File: src/rtl/sm9_accum.sv
// sm9_accum: streaming sign-magnitude packet accumulator with saturation,
// negative-zero normalization and a saturating term counter.
module sm9_accum #(
    parameter int COUNT_W = 8
) (
    input  logic               clk,
    input  logic               rst_n,
    input  logic               in_valid,
    output logic               in_ready,
    input  logic [8:0]         in_data,
    input  logic               in_last,
    output logic               out_valid,
    input  logic               out_ready,
    output logic [8:0]         out_data,
    output logic               out_overflow,
    output logic [COUNT_W-1:0] out_count
);
    typedef enum logic [1:0] {IDLE, ACC, OUT} state_t;

    state_t state, state_nxt;
    logic [8:0] acc;
    logic [COUNT_W-1:0] count;
    logic ovf;
    logic take;
    logic same, a_ge, sat, sgn;
    logic [8:0] mag_sum, sum_nrm, in_nrm;
    logic [7:0] mag;

    always_comb begin
        same    = acc[8] == in_data[8];
        mag_sum = {1'b0, acc[7:0]} + {1'b0, in_data[7:0]};
        a_ge    = acc[7:0] >= in_data[7:0];
        sat     = same && mag_sum[8];
        mag     = same ? (sat ? 8'hFF : mag_sum[7:0])
                       : (a_ge ? acc[7:0] - in_data[7:0] : in_data[7:0] - acc[7:0]);
        sgn     = (same || a_ge) ? acc[8] : in_data[8];
        // a zero magnitude always carries a positive sign
        sum_nrm = {sgn & (|mag), mag};
        in_nrm  = {in_data[8] & (|in_data[7:0]), in_data[7:0]};
    end

    always_comb begin
        in_ready  = state != OUT;
        out_valid = state == OUT;
        take      = in_valid && in_ready;
        state_nxt = state;
        if (take)
            state_nxt = in_last ? OUT : ACC;
        else if (out_valid && out_ready)
            state_nxt = IDLE;
    end

    always_ff @(posedge clk or negedge rst_n) begin
        if (!rst_n) begin
            state <= IDLE;
            acc   <= '0;
            count <= '0;
            ovf   <= 1'b0;
        end else begin
            state <= state_nxt;
            if (take) begin
                acc   <= (state == IDLE) ? in_nrm : sum_nrm;
                count <= (state == IDLE) ? COUNT_W'(1) : count + COUNT_W'(~&count);
                ovf   <= (state != IDLE) && (ovf || sat);
            end else if (out_valid && out_ready) begin
                acc   <= '0;
                count <= '0;
                ovf   <= 1'b0;
            end
        end
    end

    assign out_data     = acc;
    assign out_overflow = ovf;
    assign out_count    = count;
endmodule

File: config.mk
export PLATFORM = sky130hd
export DESIGN_NAME = sm9_accum
export DESIGN_NICKNAME = d
export VERILOG_FILES = /design/src/rtl/sm9_accum.sv
export SDC_FILE = /design/constraint.sdc
export NUM_CORES = 1
export LEC_CHECK = 0
export BUFFER_PORTS_ARGS = -buffer_cell sky130_fd_sc_hd__buf_2
export CAP_MARGIN = 25
export CORE_UTILIZATION = 53
export CTS_CLUSTER_SIZE = 10
export DETAILED_ROUTE_END_ITERATION = 7
export MAX_ROUTING_LAYER = met4
export PLACE_DENSITY_LB_ADDON = 0.3
export RECOVER_POWER = 25
export SLEW_MARGIN = 30
export SYNTH_ARGS = -nofsm -noshare
export SYNTH_HDL_FRONTEND = slang
export SYNTH_SLANG_ARGS = --single-unit
File: constraint.sdc
create_clock -name clk -period 2.3 [get_ports clk]
set_clock_uncertainty 0.05 [all_clocks]
set_input_delay 0.575 -clock clk [delete_from_list [all_inputs] [get_ports clk]]
set_output_delay 0.575 -clock clk [all_outputs]
set_load 0.005 [all_outputs]
# Word-level counts from Yosys, hierarchy flattened
# Index checks and enable logic that the tools add are counted.
# word_totals
wordCells	42
regBits	20
output_inout_bits	20
# op_classes
magnitude_cmp	1
n_reduce_logical	13
addsub	4
bitwise	2
n_eq_ne	3
mux	15
# ops
op	count
2-to-1 mux 8 bit	6
2-to-1 mux 9 bit	3
OR reduction 8 bit	2
subtractor 8 bit	2
adder 8 x 8 -> 9 bit	1
adder 8 x 1 -> 8 bit	1
greater-or-equal comparator 8 bit	1
AND reduction 8 bit	1
2-to-1 mux 2 bit	3
logical AND 1 bit	4
nonzero test 2 bit	2
2-to-1 mux 1 bit	3
AND 1 bit	2
equality test 2 bit (second input constant)	1
zero test 2 bit	1
logical OR 1 bit	2
inequality test 2 bit (second input constant)	1
equality test 1 bit	1
zero test 1 bit	1

# Logic depth before layout (Yosys ltp)
# Gate-level depths: netlist (run 1).
# logic_depth
word_depth	8
mapped_depth	11
depth_no_buf	11

# Worst setup path after synthesis (run 1)
# Ideal clock, no wire load.
# synth_path
path_type	input -> register
start	input in_data[0]
end	register acc[8], in the netlist out_data[8]
path_stages	9
path_buffers	0
required_time_ns	2.119
slack_ns	-0.296
setup_time_ns	0.131
arrival_time_ns	2.415
path_cell_list	ha_1 -> fa_1 -> nand2b_1 -> a211o_1 -> a31oi_2 -> or2_0 -> or3b_1 -> a211oi_2 -> a31oi_1
# synth_via
elab_chain_len	8
elab_cells_between_ends	16
classes_between	add/sub (3); order compare (1); mux (6); bitwise (2); reduce/logical (4)
# synth_rtl
element	line_no	text
start, declared	10	input logic [8:0] in_data,
adder 8 x 8 -> 9 bit	31	mag_sum = {1'b0, acc[7:0]} + {1'b0, in_data[7:0]};
logical AND 1 bit	33	sat = same && mag_sum[8];
2-to-1 mux 8 bit (2 in series)	34	mag = same ? (sat ? 8'hFF : mag_sum[7:0])
OR reduction 8 bit	38	sum_nrm = {sgn & (|mag), mag};
AND 1 bit	38	
2-to-1 mux 9 bit *	62	acc <= (state == IDLE) ? in_nrm : sum_nrm;
2-to-1 mux 9 bit *	61	if (take) begin
end signal, assigned	62	
end, declared	21	logic [8:0] acc;
# Every way passes the cells marked *; elsewhere a longest branch is shown, timed or not.
# A chain may end at the register's enable or synchronous reset.

# Worst setup path after layout (run 1)
# layout_path
start	register acc[4], in the netlist out_data[4]
end	register acc[8], in the netlist out_data[8]
# layout_via
elab_chain_len	8
elab_cells_between_ends	14
classes_between	add/sub (3); order compare (1); mux (6); bitwise (1); reduce/logical (3)
# layout_rtl
element	line_no
adder 8 x 8 -> 9 bit	31
logical AND 1 bit	33
2-to-1 mux 8 bit (2 in series)	34
OR reduction 8 bit	38
AND 1 bit *	38
2-to-1 mux 9 bit *	62
2-to-1 mux 9 bit *	61
# Marked as above.

==> summary by stage, run 1 <==
Setup path
Together, buffers and inverters on the worst path number 1. The critical path capture point type is a flop. The cell count of the worst reg-to-reg path is 8. The type of origin of the critical path is a flop. For the worst setup path, the data arrival time is 2.97 ns. The required time at the worst-slack endpoint is 2.38 ns. The gate family responsible for the most delay along the worst path is compound AO/OA/AOI/OAI gates. The worst-path maximum fanout is 8. The worst flop-to-flop path endpoint is out_data[8]. The source of the worst register-to-register timing path is out_data[4]. The cell with the largest stage delay on the worst path is sky130_fd_sc_hd__nor4b_4.

The delay of the slowest critical-path stage is 0.58 ns. The kind of critical path is flop to flop. Walking the worst path, the cells encountered are ha_4, inv_1, a22oi_1, a31oi_1, nor4b_4, nor4b_4, a211oi_2, a31oi_1.

Across all register-to-register paths, the minimum setup slack is -0.59 ns.

Timing
Dividing the final minimum period by the clock period gives 125%. In the post-route analysis, the smallest setup slack over all paths is -0.585 ns. Setup repair after global routing could not meet its margin everywhere.

The max-slew violation count is 0. The setup-violating endpoint count in the final report is 9. For the pin with the worst max-slew slack, the measured transition is 1.19 ns. Hold timing on the final database bottoms out at a slack of 0.461 ns. Timing would allow up to 347 MHz. The worst pin sits at a relative slew slack of 20.7%.

The number of failing hold endpoints at the final stage is 0. For the finished layout, the period the worst path requires is 2.89 ns.

Logic synthesis
The register bit count reported by yosys is 20. The number of synthesized flops with an enable pin is 0. The share of the synthesized area in the top cell type is 21.4%. Among all flip-flop cells after synthesis, the most frequent one is sky130_fd_sc_hd__dfrtp_1. The post-synthesis instance area is 2330 um2. The sequential share of the synthesized area is 21.4%.

Yosys printed 0 warnings. Counting every net in the synthesized netlist gives 326. The synthesized instance count is 283.

Ranked by total cell area, the synthesized netlist is headed by sky130_fd_sc_hd__dfrtp_1 21%, sky130_fd_sc_hd__ha_1 14%, sky130_fd_sc_hd__o21ai_0 4.3%, sky130_fd_sc_hd__nand2_1 4.2%, sky130_fd_sc_hd__a21oi_1 3.9%. The async set-or-reset flop fraction in the synthesized netlist is 100%. The number of distinct library cells after synthesis is 64. Summed over all instances, the cell type with the most area after synthesis is sky130_fd_sc_hd__dfrtp_1. The average cell area after synthesis is 8.25 um2.

Routing
The number of remaining DRC errors is 0. The average routed wire per standard cell is 26.2 um. The number of nets with antenna violations after routing is 0.

The first-pass iteration count of the detailed router is 6. In this run, the number of DRC markers left after iteration 0 of detailed routing was 555. The detailed-route via count is 3210. In the routed layout, each cell is associated on average with a via count of 7.30. Summed over all layers, the routed wires come to 11500 um.

GRT
The number of antenna violations at the first check in global routing came to 0. Entering global routing, the biggest net connects 21 pins. In the global route stage, overall resource usage came out at 38.6%. The total overflow reported by the global router is 0. The first-pass GRT wire length is 12800 um.

The via count of the first global-routing pass is 2613.

Cells and area
The net total in the final layout is 434. Of the cells placed in the final design, the portion with a size suffix greater than 1 is 48.2%. The post-layout instance area is 3620 um2. The number of antenna diodes in the final layout is 0. The area growth from synthesis to layout is 55.0%.

Place
The number of port buffers is 33. In this run the cell area measured after placement is 3090 um2. At the end of routability-driven placement, the weighted congestion stood at 1.06. The placed wire-length estimate after detailed placement is 5490 um.

Power
The worst-case IR drop observed on VDD is 1.01 mV. The share of power burned in registers is 10.9%. For this design the total switching power over the nets is 2.95 mW. The clock group share of total power is 6.4%.

The switching fraction of total power is 50.2%. The cell leakage power is 1.67 nW. The total power density per cell area is 1630 nW/um2.

The internal power component is 2.93 mW. The overall power of the completed layout is 5.88 mW. The share of total power dissipated in combinational logic is 82.7%.

Clocking
After clock tree synthesis, the clock-pin slew on the worst setup and hold paths is 0.09 ns. The H-tree level count is 1. For the worst-skew pair, the clock arrives at the later sink with an insertion delay of 0.28 ns. The clock drives 20 sinks. The longest clock path from root to sink contains 2 buffers.

The tree is rooted in a sky130_fd_sc_hd__clkbuf_8. The number of clock buffers added by TritonCTS is 3. TritonCTS built the clock tree.

Run status
The run finished, with violations left. The final reports fail on negative setup slack.

Min path
In this run the worst hold path is classified as input port to async pin.

Floorplanning
The effective utilization at floorplan is 56.7%. The die covers 4670 um2. The placeable core region is 4120 um2.

The number of cell rows is 23. The vertical die dimension is 68.4 um. From left edge to right edge, the die measures 68.4 um.

The count of pins on the block boundary is 34.

Flow run
Max-cap violations in this run came to 0.
-- repair_timing --
| item | in CTS | in global routing |
|---|---|---|
| resized for setup | 25 | 46 |
| buffers inserted | 5 | 13 |
| pin swaps | 15 | 24 |
| endpoints found under the setup margin | 8 | 9 |
| hold endpoints to repair | 0 | 0 |
| hold buffers | 0 | 0 |
-- layout by cell type (no fill, tap or decap), drive strengths merged, types with 4 or more instances in the layout --
| master | netlist | final |
|---|---|---|
| clkbuf | 4 | 4 |
| a31oi | 7 | 7 |
| a21o | 4 | 4 |
| nand4 | 6 | 6 |
| nor3 | 7 | 7 |
| a21oi | 20 | 20 |
| o21ai | 24 | 24 |
| inv | 24 | 24 |
| a211oi | 7 | 7 |
| nor2b | 6 | 6 |
| nor2 | 20 | 20 |
| buf | 7 | 113 |
| ha | 26 | 26 |
| nor4 | 4 | 4 |
| nand2 | 27 | 27 |
| dfrtp | 20 | 20 |
| nand3 | 10 | 10 |
-- cells in the mapped netlist, drive strengths merged (4+ instances only) --
cell	n
nand2	27
ha	26
inv	24
o21ai	24
a21oi	20
dfrtp	20
nor2	20
nand3	10
a211oi	7
a31oi	7
buf	7
nor3	7
nand4	6
nor2b	6
a21o	4
clkbuf	4
nor4	4
-- registers in the layout (all words and copies together), names as in the netlist --
name          count
out_count         8
out_data          9
out_overflow      1
state             2
-- per-layer routing --
layer,vias to the layer above,GRT usage (%),routed length (um)
met5,-,-,0
met4,0,17.4,1160
met3,153,4.33,1650
met2,360,61.6,4820
met1,1443,48.7,3900
li1,1254,-,-
-- worst max-delay path by stage --
| stage | startpoint | endpoint | slack [ns] | cells after the start |
|---|---|---|---|---|
| after detailed placement | in_data[5] | out_data[8] | -0.58 | 10 |
| after floorplan | in_data[0] | out_data[8] | -0.21 | 9 |
| after CTS | out_data[0] | out_data[8] | -0.22 | 11 |
| after global routing | out_data[4] | out_data[8] | -0.72 | 9 |
| final | out_data[4] | out_data[8] | -0.59 | 8 |
| after global placement | in_data[5] | out_data[8] | -0.53 | 12 |
-- final cells by class --
class                           instances  area [um2]
Inverter                               24        90.1
Tap cell                               50        62.6
Clock buffer                            3        41.3
Clock inverter                          1        30.0
Timing Repair Buffer                  114         820
Multi-Input combinational cell        228        2070
Fill cell                             191         495
Sequential cell                        20         503
-- stage by stage --
stage	instances	utilization, %	setup TNS [ns]	setup WS (ns)
final	440	88.0	-2.19	-0.585
after global routing	440	88.0	-3.43	-0.724
after CTS	430	80.9	-0.692	-0.220
after detailed placement	421	75.1	-4.01	-0.578
after global placement	421	75.1	-3.62	-0.533
after floorplan	283	-	-0.455	-0.210
-- cells by family after synthesis --
| group | Yosys count | share of synthesized area [%] |
|---|---|---|
| mux | 2 | 0.857 |
| flops | 20 | 21.4 |
| buf+inv | 35 | 7.45 |
| xor+xnor | 5 | 1.88 |
| fa+ha+maj | 29 | 16.5 |
| simple gates | 100 | 23.7 |
| compound gates | 92 | 28.1 |
-- power by group through the flow --
stage / Combinational, mW / Clock (mW) / Sequential, mW
final: 4.87 / 0.379 / 0.639
after global routing: 5.03 / 0.386 / 0.645
after CTS: 3.61 / 0.372 / 0.622
after detailed placement: 3.27 / 0 / 0.613
after global placement: 3.22 / 0 / 0.605
after floorplan: 1.98 / 0 / 0.632
No activity file was read; power rests on OpenSTA's default activity.
==> run 2, diff against run 1 <==
--- a/config.mk
+++ b/config.mk
@@ -7,7 +7,10 @@
 export LEC_CHECK = 0
 export BUFFER_PORTS_ARGS = -buffer_cell sky130_fd_sc_hd__buf_2
 export CAP_MARGIN = 25
-export CORE_UTILIZATION = 53
+export CELL_PAD_IN_SITES_DETAIL_PLACEMENT = 2
+export CELL_PAD_IN_SITES_GLOBAL_PLACEMENT = 2
+export CORE_MARGIN = 2
+export CORE_UTILIZATION = 31
 export CTS_CLUSTER_SIZE = 10
 export DETAILED_ROUTE_END_ITERATION = 7
 export MAX_ROUTING_LAYER = met4
==> summary by stage, run 2 (synthesis results as in run 1) <==
Power
The clock group share of total power is 4.2%. The internal power of the cells totals 2.74 mW. Sequential cells account for 11.4% of the total power.

The cell leakage power is 1.65 nW. The portion of total power attributed to combinational logic is 84.4%. The net switching power figure is 2.99 mW. The total power density per cell area is 1560 nW/um2. Of the total power, the share spent switching nets is 52.1%. Across the VDD grid, the largest voltage drop is 0.685 mV.

Timing
The final sum of negative setup slack is -2.69 ns. Once routing completed, OpenROAD measured the worst setup slack at -0.527 ns. The smallest clock period supported by the final layout is computed as 2.83 ns. The worst pin sits at a relative slew slack of 22.5%. Setup violations remaining at the end of the flow were counted as 10. Setup repair after global routing could not meet its margin everywhere. The final cycle utilization of the critical path is 123%. The highest attainable clock frequency is 354 MHz. Final hold analysis gives a worst-case slack of 0.469 ns. The number of failing hold endpoints at the final stage came to 0. The max-slew violation count is 0.

The actual slew at the worst max-slew pin is 1.16 ns.

Setup path
The worst setup path is launched from a flop. Data on the critical path is required at its endpoint by 2.38 ns. STA classifies the critical path endpoint as a flop. In this run the worst path has a maximum fanout of 5. The slowest stage of the critical path belongs to the cell sky130_fd_sc_hd__dfrtp_2. The number of cells on the critical path is 10.

By startpoint and endpoint, the worst setup path is classified as flop to flop. The critical path goes through ha_2, nor2b_2, o21ai_1, buf_4, a31oi_1, nor4b_4, nor4b_4, buf_4, a211oi_4, a31oi_1. The delay of the slowest critical-path stage is 0.46 ns. In this design, the largest share of critical-path delay is due to compound AO/OA/AOI/OAI gates.

Together, buffers and inverters on the worst path number 2. Measured in cells, the most critical reg-to-reg path has a length of 10. At the worst endpoint, the arrival time is 2.91 ns.

Floorplanning
The count of pins on the block boundary is 34. The initial utilization of the core area, before any placement, comes to 32.0%. The horizontal die dimension is 90.8 um. The initialized floorplan defines 31 standard-cell rows. Measured along the y axis, the die boundary spans 90.8 um. The placeable core region is 7290 um2. The area of the die is 8240 um2.

Routing
The number of remaining DRC errors is 0. Once detail routing completed, the nets flagged for antenna violations numbered 0. Using the TritonRoute via totals, the vias-per-cell ratio works out to 5.79.

The first routing iteration left 198 violations. The first detailed-routing pass took 4 iterations. The routed wire length is 13100 um. The average routed wire per standard cell is 26.8 um. The detailed-route via count is 2835.

Run status
The final reports fail on negative setup slack. The run finished, with violations left.

Cells and area
In the final layout, the multi-input gates occupy 2120 um2. The register with the most flip-flops in the layout has 9 of them. After the last flow step, the layout net total stands at 436. The area growth from synthesis to layout is 57.8%. The most common cell after layout, fill and taps aside is sky130_fd_sc_hd__buf_4.

The sequential cells in the finished layout cover a total of 504 um2. The repair_antennas step left the layout with diodes totalling 0. Counting the fill cells in the layout gives 824. The layout cell share with drive strength beyond 1 is 49.4%. In the layout the commonest cells are 79 x sky130_fd_sc_hd__buf_4, 31 x sky130_fd_sc_hd__buf_2, 24 x sky130_fd_sc_hd__nand2_1, 21 x sky130_fd_sc_hd__inv_1, 18 x sky130_fd_sc_hd__nor2_1.

Clocking
In this run, post-CTS hold repair placed 0 buffers. TritonCTS built the clock tree. Buffers inserted during clock tree synthesis total 3. The clock root buffer is sky130_fd_sc_hd__clkbuf_8. In this run the number of H-tree levels came out at 1.

The clock net in this run drives a total of 20 sinks. The maximum buffer depth of the clock tree is 2. After clock tree synthesis, the clock-pin slew on the worst setup and hold paths is 0.08 ns. The source-to-sink clock delay at the later pin of the worst-skew pair is 0.26 ns.

GRT
The number of antenna violations at the first check in global routing came to 0. Global routing used 29.1% of the available tracks across all layers. The via count of the first global-routing pass is 3159.

The first-pass GRT wire length is 18000 um. For this run the aggregate overflow at the end of global routing stands at 0. Entering global routing, the biggest net connects 21 pins.

Place
The weighted congestion reported at the end of routability-driven placement is 0.888. Detailed placement ended at an HPWL of 8540 um. The number of port buffers is 33.

Min path
The tightest min-delay check is of the input port to async pin type.

Flow run
The count of max-cap constraint violations is 0.
[run 2: through the flow]
step / instance area (um2) / total power, mW / cells / utilization [%] / worst slack [ns]
2_1_floorplan: 2460 / 2.61 / 283 / - / -0.210
3_3_place_gp: 3200 / 3.98 / 476 / 43.8 / -0.557
3_5_place_dp: 3200 / 4.21 / 476 / 43.8 / -0.774
4_1_cts: 3460 / 4.89 / 488 / 47.4 / -0.349
5_1_grt: 3680 / 6.01 / 490 / 50.5 / -0.591
6_report: 3680 / 5.73 / 490 / 50.5 / -0.527
[run 2: power by group through the flow]
stage / registers (mW) / clock network, mW / logic (mW)
finish: 0.654 / 0.240 / 4.84
global route: 0.668 / 0.257 / 5.08
CTS: 0.647 / 0.235 / 4.01
detailed placement: 0.643 / 0 / 3.57
global placement: 0.625 / 0 / 3.36
floorplan: 0.632 / 0 / 1.98
[run 2: worst reg2reg max path: cells and delay by family (launching register included)]
| kind | cells | cell delay (ns) |
|---|---|---|
| AO/OA/AOI/OAI | 4 | 0.86 |
| flip-flops | 1 | 0.46 |
| buffers and inverters | 2 | 0.36 |
| AND/OR/NAND/NOR | 3 | 0.55 |
| adder cells (fa/ha/maj) | 1 | 0.43 |
[run 2: cell type report]
class / instances / area share, %
Clock buffer: 3 / 1.12
Tap cell: 99 / 3.36
Timing Repair Buffer: 116 / 21.8
Inverter: 24 / 2.44
Multi-Input combinational cell: 228 / 57.6
Sequential cell: 20 / 13.7
[run 2: per-layer routing]
| metal | global-route usage [%] | share of wire, % |
|---|---|---|
| met1 | 34.3 | 41 |
| met2 | 52.2 | 53 |
| met3 | 3.59 | 3.6 |
| met4 | 8.21 | 2.7 |
| met5 | - | 0 |
[run 2: path summary, 6_finish.rpt]
kind,from,endpoint,slack (ns)
setup / recovery,out_data[1],out_data[8],-0.53
min in group clk,in_last,state[0],0.48
hold / removal,rst_n,out_count[6],0.47
setup reg to reg,out_data[1],out_data[8],-0.53
max in group asynchronous,rst_n,out_data[1],0.95
hold reg to reg,out_overflow,out_overflow,0.49
[run 2: timing repair]
action,in CTS,in global routing
resized for setup,36,35
hold endpoints to repair,0,0
buffers inserted,9,4
pin swaps,12,17
endpoints found under the setup margin,9,10
==> run 3, diff against run 2 <==
--- a/config.mk
+++ b/config.mk
@@ -9,7 +9,7 @@
 export CAP_MARGIN = 25
 export CELL_PAD_IN_SITES_DETAIL_PLACEMENT = 2
 export CELL_PAD_IN_SITES_GLOBAL_PLACEMENT = 2
-export CORE_MARGIN = 2
+export CORE_MARGIN = 5
 export CORE_UTILIZATION = 31
 export CTS_CLUSTER_SIZE = 10
 export DETAILED_ROUTE_END_ITERATION = 7
==> summary by stage, run 3 (synthesis results as in run 1) <==
Run status
The flow ran to the end, but the final reports show violations. The checks that failed: negative setup slack.

Routing
The number of nets with antenna violations after routing is 0. The average routed wire per standard cell is 27.4 um. The first-pass iteration count of the detailed router is 4. The routed wire length is 13400 um. In the routed design, unresolved DRC markers number 0. In the routed layout, each cell is associated on average with a via count of 5.92. The first-iteration detailed-routing DRC count is 149.

The routed layout has 2890 vias.

Timing
The shortest clock period the worst path allows after layout is 2.75 ns. The final sum of negative setup slack is -2.12 ns. The highest attainable clock frequency is 363 MHz.

Setup repair after global routing could not meet its margin everywhere. The worst pin sits at a relative slew slack of 16.9%. The max-slew violation count is 0. The number of failing hold endpoints at the final stage is 0. In the post-route analysis, the smallest setup slack over all paths is -0.455 ns.

In the finished design, the share of the clock period the worst path needs comes to 120%. Hold is met by 0.484 ns. Setup violations remaining at the end of the flow were counted as 8.

For the pin with the worst max-slew slack, the measured transition is 1.25 ns.

Power
The analysis attributes to cell leakage a power of 1.66 nW. Overall power consumption after layout is estimated at 5.77 mW. Power spread over the standard cell area amounts to 1560 nW/um2.

The worst vdd rail ir drop is 0.721 mV.

Clocking
The number of clock sinks is 20. Clock latency on the worst-skew pair, taken at its later pin, is 0.27 ns. Counting the buffers created by CTS gives 3. After clock tree synthesis, the clock-pin slew on the worst setup and hold paths is 0.08 ns. The maximum buffer depth of the clock tree is 2.

The H-tree level count is 1. After clock tree synthesis, the flow added hold-fix buffers numbering 0. CTS placed an instance of sky130_fd_sc_hd__clkbuf_8 at the clock tree root. TritonCTS built the clock tree.

Setup path
STA classifies the critical path startpoint as a flop. The critical path goes through ha_4, fa_2, nand2b_4, a211o_1, a21oi_1, o21ai_0, or3b_4, a211oi_2, a31oi_1. In this run the worst path has a maximum fanout of 4. At the worst endpoint, the arrival time is 2.84 ns. The delay of the slowest critical-path stage is 0.47 ns. The source of the worst register-to-register timing path is out_data[0]. The worst register-to-register path has a depth of 9.

In this run the worst setup path begins at out_data[0]. STA classifies the critical path endpoint as a flop. Setup slack on the worst reg-to-reg path comes out at -0.45 ns.

The critical path in this run is classified as flop to flop. The cell with the largest stage delay on the worst path is sky130_fd_sc_hd__dfrtp_2. The critical path capture point is out_data[8]. The required time at the worst-slack endpoint is 2.39 ns.

The worst register-to-register path ends at out_data[8].

Cells and area
The register with the most flip-flops in the layout has 9 of them. At the end of the flow the core is filled with cells to 50.6%. The sequential cells in the finished layout cover a total of 504 um2. From synthesis to final layout, the design area changed by 58.1%. The number of antenna cells inserted is 0. The layout cell share with drive strength beyond 1 is 50.4%. The post-layout instance area is 3690 um2. The library cell used most frequently in the layout, excluding fill and tap cells, is sky130_fd_sc_hd__buf_4. In the layout the commonest cells are 73 x sky130_fd_sc_hd__buf_4, 32 x sky130_fd_sc_hd__buf_2, 24 x sky130_fd_sc_hd__nand2_1, 22 x sky130_fd_sc_hd__inv_1. The multi-input logic area is 2130 um2. After the last flow step, the layout net total stands at 434. The filler cell count in the final layout is 796.

GRT
The pin count of the biggest net entering global routing is 21. The first global-routing pass estimated 18400 um of wire. The number of antenna violations at the first check in global routing is 0. The total overflow reported by the global router is 0. The all-layer global routing usage is 25.4%.

The via count of the first global-routing pass is 3162.

Floorplanning
The total area inside the core boundary comes to 7290 um2. The horizontal die dimension is 96.8 um. In this run the core area contains 31 standard-cell rows.

The effective utilization at floorplan is 32.0%. The area of the die is 9370 um2. The vertical die dimension is 96.8 um. The count of pins on the block boundary is 34.

Flow run
The count of max-cap constraint violations is 0.

Place
Summing all placed instances gives a cell area of 3200 um2. Summed over all nets, the half-perimeter wirelength after detailed placement is 8660 um. The count of buffers added on input and output ports is 33.

The weighted congestion reported at the end of routability-driven placement is 0.905.

Min path
The tightest min-delay check is of the input port to flop type.
[run 3: area by class of cell]
type	count	share of cell area (%)
well taps	99	3.36
repair buffers	114	21.7
clock buffers	3	1.12
inverters	24	2.44
flip-flops and latches	20	13.7
multi-input cells	228	57.7
[run 3: power breakdown]
part / internal (mW) / total [mW] / switching, mW / leakage (nW)
Combinational: 2.20 / 4.86 / 2.66 / 1.39
Sequential: 0.467 / 0.659 / 0.192 / 0.254
Clock: 0.117 / 0.245 / 0.128 / 0.0216
Total: 2.78 / 5.77 / 2.98 / 1.66
[run 3: worst min path at each step]
stage,startpoint,end,slack (ns),cells after the start
after floorplan,rst_n,out_count[0],0.23,0
after global placement,out_count[7],out_count[7],0.45,1
after detailed placement,out_overflow,out_overflow,0.47,2
after CTS,rst_n,out_count[4],0.23,1
after global routing,in_last,state[0],0.52,2
final,in_last,state[0],0.48,2
[run 3: layer usage]
metal | vias to the layer above | part of all wire [%] | global-route usage, % | wire [um]
met4 | 0 | 5.0 | 8.32 | 666
met5 | - | 0 | - | 0
met1 | 1475 | 40 | 30.6 | 5330
li1 | 1256 | - | - | -
met3 | 48 | 3.8 | 4.60 | 515
met2 | 111 | 51 | 42.7 | 6890
[run 3: worst max-delay path, delay by kind of cell, from the launching register on]
| kind | cells | cell delay (ns) |
|---|---|---|
| AO/OA/AOI/OAI | 5 | 0.97 |
| adder cells (fa/ha/maj) | 2 | 0.60 |
| flip-flops | 1 | 0.47 |
| AND/OR/NAND/NOR | 2 | 0.54 |
[run 3: timing repair]
| action | 4_1_cts | 5_1_grt |
|---|---|---|
| setup endpoints to repair | 8 | 11 |
| setup buffers | 5 | 5 |
| gates resized for setup | 32 | 49 |
| pin swaps | 16 | 21 |
[run 3: stage by stage]
stage	setup WS, ns	std cells
6_report	-0.455	488
3_3_place_gp	-0.575	476
5_1_grt	-0.500	488
2_1_floorplan	-0.210	283
4_1_cts	-0.283	484
3_5_place_dp	-0.671	476
